[src/rtl/aes_ct_writeback.sv]
// Purpose: writes one captured 128-bit AES ciphertext block to the data cache as
//          four consecutive 32-bit words, always giving way to CPU stores.
// Latency: a block accepted at edge N is written in cycles N+1..N+4, done pulses at
//          N+5 and ct_ready returns at N+6; each CPU-stall cycle adds one cycle.
// Backpressure: ct_ready is high only in IDLE; writes stall for as long as cpu_wen != 0.
//
// Ports:
//   clk, reset            clock, synchronous active-high reset
//   ct_valid/ct_ready     ciphertext handshake; ct_data word 0 is [127:96]
//   ct_base_addr          byte address of word 0, sampled on handshake (low 2 bits dropped)
//   cpu_wen               CPU byte enables; any nonzero bit blocks the AES write
//   wen_aes_d             word write strobe, with cipher_addr / cipher_text
//   busy, done            busy in WRITE/DONE; done pulses for one cycle after word 3
//   blk_count             completed-block counter (wraps)
module aes_ct_writeback #(
  parameter int CNT_WIDTH = 16
) (
  input  logic                 clk,
  input  logic                 reset,
  input  logic                 ct_valid,
  output logic                 ct_ready,
  input  logic [127:0]         ct_data,
  input  logic [31:0]          ct_base_addr,
  input  logic [3:0]           cpu_wen,
  output logic                 wen_aes_d,
  output logic [31:0]          cipher_addr,
  output logic [31:0]          cipher_text,
  output logic                 busy,
  output logic                 done,
  output logic [CNT_WIDTH-1:0] blk_count
);

  localparam logic [1:0] S_IDLE  = 2'd0;
  localparam logic [1:0] S_WRITE = 2'd1;
  localparam logic [1:0] S_DONE  = 2'd2;

  logic [1:0]   state;
  logic [127:0] ct_buf;
  logic [31:0]  base;
  logic [1:0]   idx;
  logic [31:0]  cur_word;

  always_ff @(posedge clk) begin
    if (reset) begin
      state     <= S_IDLE;
      ct_buf    <= '0;
      base      <= '0;
      idx       <= '0;
      blk_count <= '0;
    end else begin
      case (state)
        S_IDLE: begin
          if (ct_valid) begin
            ct_buf <= ct_data;
            base   <= {ct_base_addr[31:2], 2'b00};
            idx    <= '0;
            state  <= S_WRITE;
          end
        end
        S_WRITE: begin
          // Advance only on cycles the cache actually takes our word.
          if (wen_aes_d) begin
            idx <= idx + 2'd1;
            if (idx == 2'd3) state <= S_DONE;
          end
        end
        S_DONE: begin
          blk_count <= blk_count + {{(CNT_WIDTH-1){1'b0}}, 1'b1};
          state     <= S_IDLE;
        end
        default: state <= S_IDLE;
      endcase
    end
  end

  always_comb begin
    cur_word = ct_buf[127:96];
    case (idx)
      2'd0: cur_word = ct_buf[127:96];
      2'd1: cur_word = ct_buf[95:64];
      2'd2: cur_word = ct_buf[63:32];
      2'd3: cur_word = ct_buf[31:0];
      default: cur_word = ct_buf[127:96];
    endcase
  end

  assign ct_ready  = (state == S_IDLE);
  assign busy      = (state == S_WRITE) || (state == S_DONE);
  assign done      = (state == S_DONE);
  // CPU stores own the cache port; the AES write simply waits.
  assign wen_aes_d = (state == S_WRITE) && (cpu_wen == 4'd0);
  // Address arithmetic is modulo 2^32, so blocks may straddle the top of memory.
  assign cipher_addr = (state == S_WRITE) ? (base + {28'd0, idx, 2'b00}) : 32'd0;
  assign cipher_text = (state == S_WRITE) ? cur_word : 32'd0;

endmodule

[config.mk]
export PLATFORM = sky130hd
export DESIGN_NAME = aes_ct_writeback
export DESIGN_NICKNAME = d
export VERILOG_FILES = /design/src/rtl/aes_ct_writeback.sv
export SDC_FILE = /design/constraint.sdc
export NUM_CORES = 1
export LEC_CHECK = 0
export BUFFER_PORTS_ARGS = -buffer_cell sky130_fd_sc_hd__buf_4
export CORE_ASPECT_RATIO = 0.5
export CORE_UTILIZATION = 50
export CTS_CLUSTER_DIAMETER = 120
export DETAILED_ROUTE_END_ITERATION = 6
export PLACE_DENSITY = 0.79
export SLEW_MARGIN = 5
export SYNTH_ARGS = -nofsm -noshare
export SYNTH_HDL_FRONTEND = slang
export SYNTH_SLANG_ARGS = --single-unit
[constraint.sdc]
create_clock -name clk -period 3.4 [get_ports clk]
set_input_delay 0.68 -clock clk [delete_from_list [all_inputs] [get_ports clk]]
set_output_delay 0.68 -clock clk [all_outputs]
set_load 0.1 [all_outputs]
== Word-level counts from Yosys, hierarchy flattened ==
Index checks and enable logic that the tools add are counted.
Word-level totals
  register bits after elaboration: 178
  input port bits: 167
  output and inout port bits: 84
  logic and storage cells: 35
Cells by class
  add/subtract/negate cells: 3
  eq/ne operators: 8
  multiplexer cells: 10
  reductions and logical operators: 9
Operator list (count)
  32-bit case mux with 4 select lines: 1
  32-bit two-way mux: 2
  32-bit by 4-bit adder with 32-bit output: 1
  16-bit by 1-bit adder with 16-bit output (second input constant): 1
  2-bit two-way mux: 5
  2-bit case mux with 2 select lines: 2
  2-bit == test (second input constant): 3
  2-bit != test (second input constant): 3
  3-bit AND reduction: 2
  2-bit by 1-bit == test with 1-bit output (second input constant): 2
  2-bit zero test: 2
  4-bit zero test: 1
  2-bit by 1-bit adder with 2-bit output (second input constant): 1
  2-bit AND reduction: 1
  2-bit nonzero test: 1
  1-bit logical AND: 1
  1-bit logical OR: 1

== Depth between registers and ports, before layout ==
  depth in word-level cells: 4
  mapped depth: 8
  gate-level depth less buffers: 6

== Least setup slack after synthesis ==
No wires, ideal clock.
  path type: register -> output
  start point: register idx[0]
  end point: output port cipher_addr[30]
  arrival: 3.561 ns
  data required time: 2.720 ns
  slack: -0.841 ns
  cell stages (with the launch flop): 8
  path buffers: 1
  cells stage by stage: dfxtp_1 -> ha_1 -> fa_1 -> nand4_1 -> or3_1 -> buf_2 -> or4_1 -> a21oi_1
On the way
  word-level cells in the longest chain between the ends: 2
RTL lines
  start, declared: RTL line 40  | logic [1:0] idx;
  start signal, assigned: RTL line 63  | idx <= idx + 2'd1;
  32-bit by 4-bit adder with 32-bit output: RTL line 93  | assign cipher_addr = (state == S_WRITE) ? (base + {28'd0, idx, 2'b00}) : 32'd0;
  32-bit two-way mux: RTL line 93
  end, declared: RTL line 26  | output logic [31:0] cipher_addr,
Every way passes these cells.

== Worst setup path after layout ==
  start point: register idx[0]
  end point: output port cipher_addr[28]
The elaborated chain is that of the path after synthesis.

==> impl_results.md <==
* Via density at 5.57
* Delay-heaviest family, CP: simple AND/OR/NAND/NOR gates
* Area contributors post-synth: dfxtp_1, nand2_1, a21oi_1, nor2_1, a222oi_1
* Synth warn at 0
* Storage element area at ~3600 um^2
* Buffers added on ports at 246
* RSZ-0062 raised after global routing: yes
* Layout cells sized above 1 at 0.271
* Min cycle time layout at 3.41 ns
* I/O pin count at between 200 and 300
* GRT overflow at 0
* Main synth FF type: dfxtp_1
* First-pass GRT wire length at approximately 37000 um
* Peak supply drop at roughly 0.38 mV
* Clock skew at 0.0109 ns
* Clk slew on worst S/H paths at 0.07 ns
* Drt drc at 0
* Buf/Inv on CP at 1
* CP max-delay cell: or4_4
* Post-synth cell types at 40
* Final WS setup at -0.0137 ns
* Arrival time worst endpoint at between 2 and 3 ns
* WP data required at 2.72 ns
* Post-synthesis sequential element count at 178
* Largest net degree at the start of global routing at 74
* Post-route cell area at 11000 um^2
* Switching share of power at 0.333
* TritonCTS clock tree: yes
* Detailed Route WL at 23700 um
* Violated checks: setup timing
* Initial antenna violation count at 0
* GP Congestion at 0.922
* Final Max Tran Viols at 0
* Clk buf depth at 2
* Status: finished with violations
* P_sw at 0.00186 W
* Setup-failing EPs final at 2
* Multi-input logic area at around 4300 um^2
* Gate power share at 0.223
* Antenna Nets Post-Route at 0
* Initial DRC count at 676
* Top cell type's share of synthesized area at 0.448
* Hold Path Cell Cnt at 2
* Crit path cell chain: ha_4 -> fa_2 -> nand4_1 -> or3_4 -> or4_4 -> a21oi_4 -> buf_12
* CP peak stage delay at 0.54 ns
* Worst-Skew Late Latency at 0.43 ns
* Reg2Reg Capture Point: ct_buf[107]$_SDFFE_PP0P_
* Int Power at 0.00374 W
* Vias in the first global route at ~7600
* TritonCTS Sinks at 178
* DRT Pass-1 Iters at 7
* Die area at 16400 um^2
* Clock share of power at 0.347
* Hold Path Sink: ct_buf[7]$_SDFFE_PP0P_
* Worst-path fanout max at 7
* Crit path depth at 7
* Final period util at 1.00
* Placement Cell Area at 10000 um^2
* Total track usage at 0.275
* Flop2flop setup slack at 1.14 ns
* Routed WL per cell at 15.7 um
* R2R Path Start: state[0]$_SDFFE_PP0P_
* Flop pwr share at 0.429
* Worst-Margin Slew at just under 0.8 ns
* Pwr Density at 510 nW/um^2
* Crit start category: register
* Layout Utilization at 0.710
* Final hold viol count at 0
* Area Overhead vs Synth at 38.2%
* CP Capture Type: output port
* Setup CP Type: register to output port
* Reg2Reg Depth at 6
* Most frequent cells in the layout: nand2_1, buf_4, a21oi_1, dfxtp_1, nor2_1
* Syn Inst Count at 1082
* Core Area at between 15000 and 20000 um^2
* Rows at 32
* Die H at 91.1 um
* CTS Buf Count at 17
* # fillers at 1231
* Ant. Diodes at 0
* Nets at 1469
* Initial Util at 0.514
* Sequential cell area fraction in the yosys report at 0.448
* Slew headroom at 0.484
* Critical hold path startpoint: ct_buf[7]$_SDFFE_PP0P_
* DP HPWL at 15600 um
* Hold Path Class: register to register
* Post-Syn Area at 7950 um^2
* Largest area contributor in the netlist: dfxtp_1
* EDFF count, synth at 0
* Max-Cap Viols at 0
* Lkg Pwr at 4.24 nW
* H-tree levels at 4
* Fmax at 0.293 GHz
* Syn avg cell area at 7.34 um^2
* Total number of vias at 8405
* Root buf cell: clkbuf_16
* Commonest non-fill, non-tap cell in the layout: nand2_1
* Critical path origin: idx[0]$_SDFFE_PP0P_
* Chip width at between 150 and 200 um
* Asr flop ratio synth at 0
## kinds of logic after synthesis
logic type                 Yosys count  share of synthesized area
muxes                                1                    0.00126
adders and majority gates           11                     0.0183
other                                1                   0.000472
and+or+nand+nor                    496                      0.260
DFF                                178                      0.448
buffers and inverters               97                     0.0482
AOI/OAI and AO/OA                  276                      0.199
xor gates and xnor gates            22                     0.0242
## worst min-delay path: stages (launching register included)
cell and delay [ns]:
dfxtp_1 0.31, nand2_1 0.05, a21oi_1 0.05
## area by class of cell
cell class / instances / share of cell area
clock inverters: 14 / 0.0132
flip-flops and latches: 178 / 0.325
well taps: 204 / 0.0232
repair buffers: 274 / 0.205
multi-input cells: 810 / 0.390
clock buffers: 18 / 0.0400
inverters: 10 / 0.00342
## power by group through the flow
stage               clock (W)  combinational (W)  sequential (W)
floorplan                   0           0.000844         0.00243
CTS                   0.00196            0.00123         0.00240
finish                0.00194            0.00125         0.00240
global route          0.00205            0.00135         0.00243
detailed placement          0            0.00122         0.00244
global placement            0            0.00120         0.00243
## what timing repair did
item | 4_1_cts | 5_1_grt
setup endpoints to repair | 15 | 15
hold buffers | 0 | 0
gates cloned | 1 | 1
pin swaps | 2 | 17
resized for setup | 17 | 53
buffers inserted | 2 | 5
hold endpoints to repair | 0 | 0
## synthesized netlist by cell type (all sizes together), types with 11 or more instances
cell    count
clkbuf     80
nand4      11
or4        11
a222oi     32
nand2     335
nor2       87
nand3      14
o21ai      14
dfxtp     178
xor2       12
a21oi     213
or3        12
## state kept, by name (all words and copies together), names as in the netlist
register,count
idx,2
ct_buf,128
blk_count,16
base,30
state,2
## per-stage QoR
| step | hold slack, ns | TNS (ns) | cells | setup WS, ns | power (W) |
|---|---|---|---|---|---|
| after floorplan | 0.436 | -0.242 | 1083 | -0.242 | 0.00327 |
| after global placement | 0.441 | 0 | 1467 | 0.131 | 0.00362 |
| after detailed placement | 0.446 | 0 | 1467 | 0.0258 | 0.00366 |
| after CTS | 0.456 | -0.362 | 1502 | -0.0851 | 0.00559 |
| after global routing | 0.472 | -0.318 | 1508 | -0.0667 | 0.00583 |
| final | 0.455 | -0.0159 | 1508 | -0.0137 | 0.00560 |
## metal layers
| layer | track usage | share of wire | up-vias |
|---|---|---|---|
| met4 | 0.0976 | 0.017 | 0 |
| met2 | 0.463 | 0.50 | 282 |
| met3 | 0.0485 | 0.058 | 36 |
| met1 | 0.356 | 0.43 | 3985 |
| met5 | 0 | 0 | - |
| li1 | - | - | 4102 |
## how the worst max path moves through the flow
stage | endpoint | slack [ns]
2_1_floorplan | cipher_addr[30] | -0.24
3_3_place_gp | cipher_addr[22] | 0.13
3_5_place_dp | cipher_addr[22] | 0.03
4_1_cts | cipher_addr[22] | -0.09
5_1_grt | cipher_addr[28] | -0.07
6_report | cipher_addr[28] | -0.01
(Power assumes the default switching activity.)
